==> src/rtl/ads_pkg.sv <==
// Shared definitions for the ADC sample path: decimator FSM states and the
// default sample/block-size parameters used by the ADC controller as well.
package ads_pkg;

  localparam int ADS_DATA_WIDTH = 24;
  localparam int ADS_MAX_LOG2_N = 8;

  typedef enum logic [1:0] {
    ADS_IDLE  = 2'd0,
    ADS_ACCUM = 2'd1,
    ADS_EMIT  = 2'd2
  } ads_state_t;

  function automatic logic [3:0] ads_clamp_log2(input logic [3:0] v,
                                                input int unsigned max_log2);
    if (32'(v) > max_log2) return 4'(max_log2);
    return v;
  endfunction

endpackage

==> src/rtl/ads_sample_decimator_if.sv <==
// Sample-in / result-out bus of the decimator.
interface ads_sample_decimator_if #(
  parameter int DATA_WIDTH = ads_pkg::ADS_DATA_WIDTH
) ();

  // in_valid is a one-cycle strobe with no back-pressure: the sample is taken
  // on every rising edge where it is high. Results follow valid/ready: a
  // transfer happens on each edge with out_valid && out_ready, and out_* stay
  // stable while out_valid is high and out_ready is low.
  logic                  in_valid;
  logic [DATA_WIDTH-1:0] in_data;
  logic                  out_valid;
  logic                  out_ready;
  logic [DATA_WIDTH-1:0] out_data;
  logic [DATA_WIDTH-1:0] out_min;
  logic [DATA_WIDTH-1:0] out_max;

  modport slave (
    input  in_valid, in_data, out_ready,
    output out_valid, out_data, out_min, out_max
  );

  modport master (
    output in_valid, in_data, out_ready,
    input  out_valid, out_data, out_min, out_max
  );

endinterface

==> src/rtl/ads_minmax_track.sv <==
// Signed running minimum/maximum of the samples in the current block.
module ads_minmax_track import ads_pkg::*; #(
  parameter int DATA_WIDTH = ADS_DATA_WIDTH
) (
  input  logic                         clk,
  input  logic                         rst,
  input  logic                         clear,
  input  logic                         load,
  input  logic                         update,
  input  logic signed [DATA_WIDTH-1:0] sample,
  output logic signed [DATA_WIDTH-1:0] min_val,
  output logic signed [DATA_WIDTH-1:0] max_val
);

  always_ff @(posedge clk) begin
    if (rst || clear) begin
      min_val <= '0;
      max_val <= '0;
    end else if (load) begin
      min_val <= sample;
      max_val <= sample;
    end else if (update) begin
      if (sample < min_val) min_val <= sample;
      if (sample > max_val) max_val <= sample;
    end
  end

endmodule

==> src/rtl/ads_sample_decimator.sv <==
// Block-average decimator: sums 2^log2_n ADC samples, emits floor(mean) plus
// the block min/max, with a sticky overrun flag when a result is dropped.
module ads_sample_decimator import ads_pkg::*; #(
  parameter int DATA_WIDTH = ADS_DATA_WIDTH,
  parameter int MAX_LOG2_N = ADS_MAX_LOG2_N
) (
  input  logic                  clk,
  input  logic                  rst,
  input  logic                  enable,
  input  logic [3:0]            log2_n,
  input  logic                  clear_overrun,
  output logic                  overrun,
  output logic                  busy,
  output ads_state_t            state_dbg,
  ads_sample_decimator_if.slave bus
);

  localparam int AW = DATA_WIDTH + MAX_LOG2_N;
  localparam int CW = MAX_LOG2_N + 1;

  ads_state_t                   state;
  logic [CW-1:0]                count;
  logic [CW-1:0]                cnt_next;
  logic signed [AW-1:0]         acc;
  logic signed [AW-1:0]         acc_next;
  logic signed [AW-1:0]         sample_ext;
  logic [3:0]                   blk_log2;
  logic [3:0]                   log2_clamped;
  logic [3:0]                   log2_used;
  logic                         accept;
  logic                         first;
  logic                         block_full;
  logic                         result_done;
  logic                         result_load;
  logic                         result_drop;
  logic                         pop;
  logic                         out_valid_q;
  logic [DATA_WIDTH-1:0]        out_data_q;
  logic [DATA_WIDTH-1:0]        out_min_q;
  logic [DATA_WIDTH-1:0]        out_max_q;
  logic signed [DATA_WIDTH-1:0] min_q;
  logic signed [DATA_WIDTH-1:0] max_q;

  // A sample arriving during EMIT opens the next block, so it counts as first.
  assign accept       = enable && bus.in_valid && (state == ADS_ACCUM || state == ADS_EMIT);
  assign first        = (state == ADS_EMIT) || (count == '0);
  assign log2_clamped = ads_clamp_log2(log2_n, MAX_LOG2_N);
  assign log2_used    = first ? log2_clamped : blk_log2;
  assign sample_ext   = {{MAX_LOG2_N{bus.in_data[DATA_WIDTH-1]}}, bus.in_data};
  assign acc_next     = first ? sample_ext : acc + sample_ext;
  assign cnt_next     = first ? CW'(1) : count + 1'b1;
  assign block_full   = (cnt_next == (CW'(1) << log2_used));

  assign pop          = out_valid_q && bus.out_ready;
  assign result_done  = enable && (state == ADS_EMIT);
  assign result_load  = result_done && (!out_valid_q || pop);
  assign result_drop  = result_done && out_valid_q && !bus.out_ready;

  ads_minmax_track #(.DATA_WIDTH(DATA_WIDTH)) u_minmax (
    .clk     (clk),
    .rst     (rst),
    .clear   (!enable),
    .load    (accept && first),
    .update  (accept && !first),
    .sample  (bus.in_data),
    .min_val (min_q),
    .max_val (max_q)
  );

  always_ff @(posedge clk) begin
    if (rst) begin
      state       <= ADS_IDLE;
      count       <= '0;
      acc         <= '0;
      blk_log2    <= '0;
      out_valid_q <= 1'b0;
      out_data_q  <= '0;
      out_min_q   <= '0;
      out_max_q   <= '0;
      overrun     <= 1'b0;
    end else begin
      if (result_drop)        overrun <= 1'b1;
      else if (clear_overrun) overrun <= 1'b0;

      // The result register is independent of enable so a pending result survives.
      if (result_load) begin
        out_valid_q <= 1'b1;
        out_data_q  <= DATA_WIDTH'(acc >>> blk_log2);
        out_min_q   <= min_q;
        out_max_q   <= max_q;
      end else if (pop) begin
        out_valid_q <= 1'b0;
      end

      if (!enable) begin
        state <= ADS_IDLE;
        count <= '0;
        acc   <= '0;
      end else begin
        case (state)
          ADS_IDLE: state <= ADS_ACCUM;
          ADS_ACCUM, ADS_EMIT: begin
            if (accept) begin
              acc   <= acc_next;
              count <= cnt_next;
              if (first) blk_log2 <= log2_clamped;
              state <= block_full ? ADS_EMIT : ADS_ACCUM;
            end else begin
              if (state == ADS_EMIT) count <= '0;
              state <= ADS_ACCUM;
            end
          end
          default: state <= ADS_IDLE;
        endcase
      end
    end
  end

  assign busy          = (state != ADS_IDLE);
  assign state_dbg     = state;
  assign bus.out_valid = out_valid_q;
  assign bus.out_data  = out_data_q;
  assign bus.out_min   = out_min_q;
  assign bus.out_max   = out_max_q;

endmodule

==> src/flat_wrapper.sv <==
// flat-port wrapper written by rule: the top's interface ports become plain ports
module ads_sample_decimator_flat import ads_pkg::*;
#(
  parameter int DATA_WIDTH = ADS_DATA_WIDTH,
  parameter int MAX_LOG2_N = ADS_MAX_LOG2_N
)
  (clk, rst, enable, log2_n, clear_overrun, overrun, busy, state_dbg, bus_in_valid, bus_in_data, bus_out_ready, bus_out_valid, bus_out_data, bus_out_min, bus_out_max);
  ads_sample_decimator_if #(.DATA_WIDTH(DATA_WIDTH)) bus_i ();
  input  logic clk;
  input  logic rst;
  input  logic enable;
  input  logic [3:0] log2_n;
  input  logic clear_overrun;
  output logic overrun;
  output logic busy;
  output ads_state_t state_dbg;
  input wire logic [$bits(bus_i.in_valid)-1:0] bus_in_valid;
  input wire logic [$bits(bus_i.in_data)-1:0] bus_in_data;
  input wire logic [$bits(bus_i.out_ready)-1:0] bus_out_ready;
  output wire logic [$bits(bus_i.out_valid)-1:0] bus_out_valid;
  output wire logic [$bits(bus_i.out_data)-1:0] bus_out_data;
  output wire logic [$bits(bus_i.out_min)-1:0] bus_out_min;
  output wire logic [$bits(bus_i.out_max)-1:0] bus_out_max;
  assign bus_i.in_valid = bus_in_valid;
  assign bus_i.in_data = bus_in_data;
  assign bus_i.out_ready = bus_out_ready;
  assign bus_out_valid = bus_i.out_valid;
  assign bus_out_data = bus_i.out_data;
  assign bus_out_min = bus_i.out_min;
  assign bus_out_max = bus_i.out_max;
  ads_sample_decimator #(.DATA_WIDTH(DATA_WIDTH), .MAX_LOG2_N(MAX_LOG2_N)) u_core (.clk(clk), .rst(rst), .enable(enable), .log2_n(log2_n), .clear_overrun(clear_overrun), .overrun(overrun), .busy(busy), .state_dbg(state_dbg), .bus(bus_i));
endmodule
==> config.mk <==
export PLATFORM = sky130hd
export DESIGN_NAME = ads_sample_decimator_flat
export DESIGN_NICKNAME = d
export VERILOG_FILES = /design/src/rtl/ads_pkg.sv /design/src/rtl/ads_sample_decimator_if.sv /design/src/rtl/ads_minmax_track.sv /design/src/rtl/ads_sample_decimator.sv /design/src/flat_wrapper.sv
export SDC_FILE = /design/constraint.sdc
export NUM_CORES = 1
export LEC_CHECK = 0
export CAP_MARGIN = 20
export CORE_AREA = 2 2 150 152
export DETAILED_ROUTE_END_ITERATION = 12
export DIE_AREA = 0 0 152 154
export PLACE_DENSITY_LB_ADDON = 0.3
export REMOVE_ABC_BUFFERS = 1
export SYNTH_ARGS = -nofsm -noshare
export SYNTH_HDL_FRONTEND = slang
export SYNTH_SLANG_ARGS = --single-unit
==> constraint.sdc <==
create_clock -name clk -period 8.25 [get_ports clk]
set_input_delay 0.825 -clock clk [delete_from_list [all_inputs] [get_ports clk]]
set_output_delay 0.825 -clock clk [all_outputs]
set_load 0.02 [all_outputs]
==> impl_metrics.py <==
metrics = {
    "power_and_ir_drop": {
        "vdd_ir_drop_max_uv": 130,
        "static_power_due_to_leakage_nw": 4.70,
        "final_power_mw": 1.80,
        "cellPowerDensity_nw_per_um2": 144,
    },
    "die": {
        "die-width_um": 152,
        "initial_utilization_pct": 49.6,
        "floorplan.core_area_um2": 21700,
        "pin_count": 111,
        "dieHeight_um": 154,
        "design.die.area_um2": 23400,
        "std_cell_rows": 54,
    },
    "routing": {
        "drtAntennaViolNets": 0,
        "drc": 0,
        "detailroute.via_count": 9825,
        "detail_route.wirelength_mm": 27.9,
        "detail_route.iter0.violations": 716,
        "wl_per_cell_um": 16.3,
        "drt_first_pass_iters": 5,
        "via_per_inst": 5.76,
    },
    "sta": {
        "clock_skew_ns": 0.0146,
        "max_slew_violation_total_from_the_final_report": 0,
        "finalSetupTns_ns": 0,
        "finalHoldViolations": 0,
        "fin_crit_sh_pct": 51.3,
        "finalWorstPathRequiredPeriod_ns": 4.23,
        "setup_viol_count_final": 0,
        "grt_setup_unrepaired": "false",
        "max_freq_mhz": 236,
        "max-slew-margin-rel_pct": 28.5,
        "tightestPinTransition_ns": 1.07,
    },
    "layout": {
        "fillerInstances": 1982,
        "layout-area-overhead-vs-synth_pct": 16.5,
        "fin_nets": 1531,
        "diodes": 0,
        "final_layout_size_suffix_gt1_share_pct": 7.22,
    },
    "worst_setup_path": {
        "critical_path.reg2reg.startpoint": "u_core.acc[0]",
        "r2r_slack_ns": 4.57,
        "ff2ff_path_depth": 13,
        "setup.worst_path.end_class": "flip-flop",
        "cp_max_fo": 5,
        "critical_path.reg2reg.endpoint": "u_core.acc[30]",
        "worst_setup_path_start_kind": "input pin",
        "data_required_time_at_the_worst_endpoint_ns": 8.57,
        "worst_ep_arrival_time_ns": 4.55,
        "worstSetupPathType": "input pin to flip-flop",
    },
    "global_routing": {
        "grt.total_usage_pct": 23.7,
        "grt_pass1_wl_mm": 46.4,
        "grt_overflow": 0,
        "antenna_found_initial": 0,
        "grt_start_max_net_pins": 80,
        "first_global_vias": 9388,
    },
    "clock_network": {
        "cts.path.max_buffers": 2,
        "cts-root-buf": "sky130_fd_sc_hd__clkbuf_16",
        "clock_h_tree_levels": 4,
        "cts.repair.resized": 0,
        "postCtsSetupRepairBufs": 0,
        "cts_buffers": 17,
        "insertion_delay_ns": 0.44,
        "tritoncts_clock_tree": "yes",
        "cts_hold_repair.buffers": 0,
        "clk_pin_slew_ns": 0.07,
        "tritoncts_num_sinks": 169,
    },
    "synthesis": {
        "synth_top_flop_cell": "sky130_fd_sc_hd__dfxtp_1",
        "syn-mean-instance-area_um2": 7.93,
        "synth.ff_latch_count": 169,
        "netlist_cell_types": 70,
        "synth-seq-area-share_pct": 31.4,
        "synth_area_um2": 10800,
        "yosys_warnings": 0,
        "synth-edff-count": 0,
        "async_reset_ff_share_pct": 0,
        "syn_inst": 1357,
    },
    "placement": {
        "dpl.hpwl_mm": 19.6,
        "place.port_buffers": 110,
        "gp_routability_congestion": 0.904,
    },
    "run_status": {
        "status": "complete, no violations",
    },
    "min_path": {
        "hold_path.startpoint": "u_core.bus.out_data[23]",
        "hold_depth": 2,
        "hold-path-endpoint": "u_core.bus.out_data[23]",
        "hp-class": "flip-flop to flip-flop",
    },
    "run": {
        "timing.max_cap.violations": 0,
    },
}
==> flip-flops by register name, indices dropped and copies added (netlist names) <==
signal                   count
u_core.acc                  32
u_core.blk_log2              4
u_core.bus.out_data         24
u_core.bus.out_max          24
u_core.bus.out_min          24
u_core.bus.out_valid         1
u_core.count                 9
u_core.overrun               1
u_core.state_dbg             2
u_core.u_minmax.max_val     24
u_core.u_minmax.min_val     24
==> critical path: stages <==
cell	delay (ns)
sky130_fd_sc_hd__clkdlybuf4s50_1	0.54
sky130_fd_sc_hd__ha_1	0.20
sky130_fd_sc_hd__inv_1	0.06
sky130_fd_sc_hd__fa_1	0.37
sky130_fd_sc_hd__nor2b_1	0.22
sky130_fd_sc_hd__o2111ai_1	0.17
sky130_fd_sc_hd__and3_1	0.20
sky130_fd_sc_hd__o31ai_1	0.50
sky130_fd_sc_hd__a31oi_1	0.28
sky130_fd_sc_hd__o31ai_1	0.58
sky130_fd_sc_hd__a311oi_1	0.22
sky130_fd_sc_hd__xnor2_1	0.17
sky130_fd_sc_hd__a21oi_1	0.17
sky130_fd_sc_hd__nor2_1	0.06
==> cell usage after synthesis, types with 12 or more instances <==
library cell,instances,share of area [%]
sky130_fd_sc_hd__nand3_1,41,1.9
sky130_fd_sc_hd__o21ai_0,74,3.4
sky130_fd_sc_hd__mux2_2,12,1.3
sky130_fd_sc_hd__inv_1,66,2.3
sky130_fd_sc_hd__nor2_1,121,4.2
sky130_fd_sc_hd__mux2i_1,51,4.7
sky130_fd_sc_hd__mux4_2,20,4.2
sky130_fd_sc_hd__xor2_1,12,0.98
sky130_fd_sc_hd__dfxtp_1,169,31
sky130_fd_sc_hd__nand4_1,12,0.70
sky130_fd_sc_hd__xnor2_1,16,1.3
sky130_fd_sc_hd__nand2_1,216,7.5
sky130_fd_sc_hd__o211ai_1,21,1.5
sky130_fd_sc_hd__ha_1,83,9.7
sky130_fd_sc_hd__clkbuf_1,69,2.4
sky130_fd_sc_hd__a311oi_1,15,1.2
sky130_fd_sc_hd__a211oi_1,22,1.5
sky130_fd_sc_hd__nor3_1,12,0.56
sky130_fd_sc_hd__a21oi_1,148,6.9
sky130_fd_sc_hd__nor2b_1,21,1.2
sky130_fd_sc_hd__a21o_1,27,1.9
==> power by group <==
group | total, mW | internal [mW] | leakage (nW) | switching [mW]
Sequential | 0.827 | 0.820 | 1.36 | 0.00683
Clock | 0.793 | 0.404 | 0.284 | 0.390
Combinational | 0.178 | 0.0726 | 3.05 | 0.106
Total | 1.80 | 1.30 | 4.70 | 0.502
==> metrics by stage <==
| step | worst slack, ns | util (%) | instances | hold slack [ns] | instance area, um^2 |
|---|---|---|---|---|---|
| global route | 3.69 | 57.8 | 1706 | 0.469 | 12500 |
| finish | 4.02 | 57.8 | 1706 | 0.453 | 12500 |
| global placement | 3.76 | 55.1 | 1674 | 0.442 | 12000 |
| floorplan | 3.51 | - | 1269 | 0.438 | 10400 |
| CTS | 4.11 | 57.8 | 1706 | 0.455 | 12500 |
| detailed placement | 3.68 | 55.1 | 1674 | 0.445 | 12000 |
==> final cells by class <==
cell class | count | area (um^2) | share of cell area, %
clock inverter | 15 | 155 | 1.24
inverter | 66 | 248 | 1.98
sequential | 169 | 3380 | 27.0
clock buffer | 17 | 425 | 3.39
tap | 280 | 350 | 2.80
timing repair buffer | 125 | 1210 | 9.64
multi-input combinational | 1034 | 6760 | 53.9
==> how the worst max path moves through the flow <==
stage,endpoint,from,cells after the start
floorplan,u_core.u_minmax.min_val[10],u_core.state_dbg[0],6
global placement,u_core.acc[30],bus_in_data[0],14
detailed placement,u_core.acc[30],bus_in_data[0],14
CTS,u_core.acc[30],bus_in_data[0],14
global route,u_core.acc[30],bus_in_data[0],14
finish,u_core.acc[30],bus_in_data[0],14
==> layout by cell type (no fill, tap or decap), drive strengths merged, types with 7 or more instances in the layout <==
master	instances
nand2	216
dfxtp	169
a21oi	149
nor2	121
clkdlybuf4s50	109
ha	83
o21ai	75
inv	73
mux2i	51
nand3	41
a21o	27
a211oi	23
o211ai	21
nor2b	21
mux4	20
clkbuf	17
xnor2	16
buf	16
a311oi	15
nor3	12
nand4	12
xor2	12
mux2	12
and3	12
o31ai	8
or3	8
nand3b	8
clkinv	7
==> routing by layer <==
layer	share of wire (%)	GRT usage, %	wire [um]
met1	46	30.9	12900
met2	47	40.3	13100
met3	4.3	3.24	1190
met4	2.4	8.19	663
met5	0	0	0
==> kinds of logic after synthesis <==
logic type / count (synthesis) / share of synthesized area (%)
AO/OA/AOI/OAI: 363 / 20.6
XOR/XNOR: 28 / 2.28
adder cells (fa/ha/maj): 84 / 9.84
buffers and inverters: 154 / 6.06
flip-flops: 169 / 31.4
multiplexers: 83 / 10.2
AND/OR/NAND/NOR: 476 / 19.6
(Power assumes the default switching activity.)
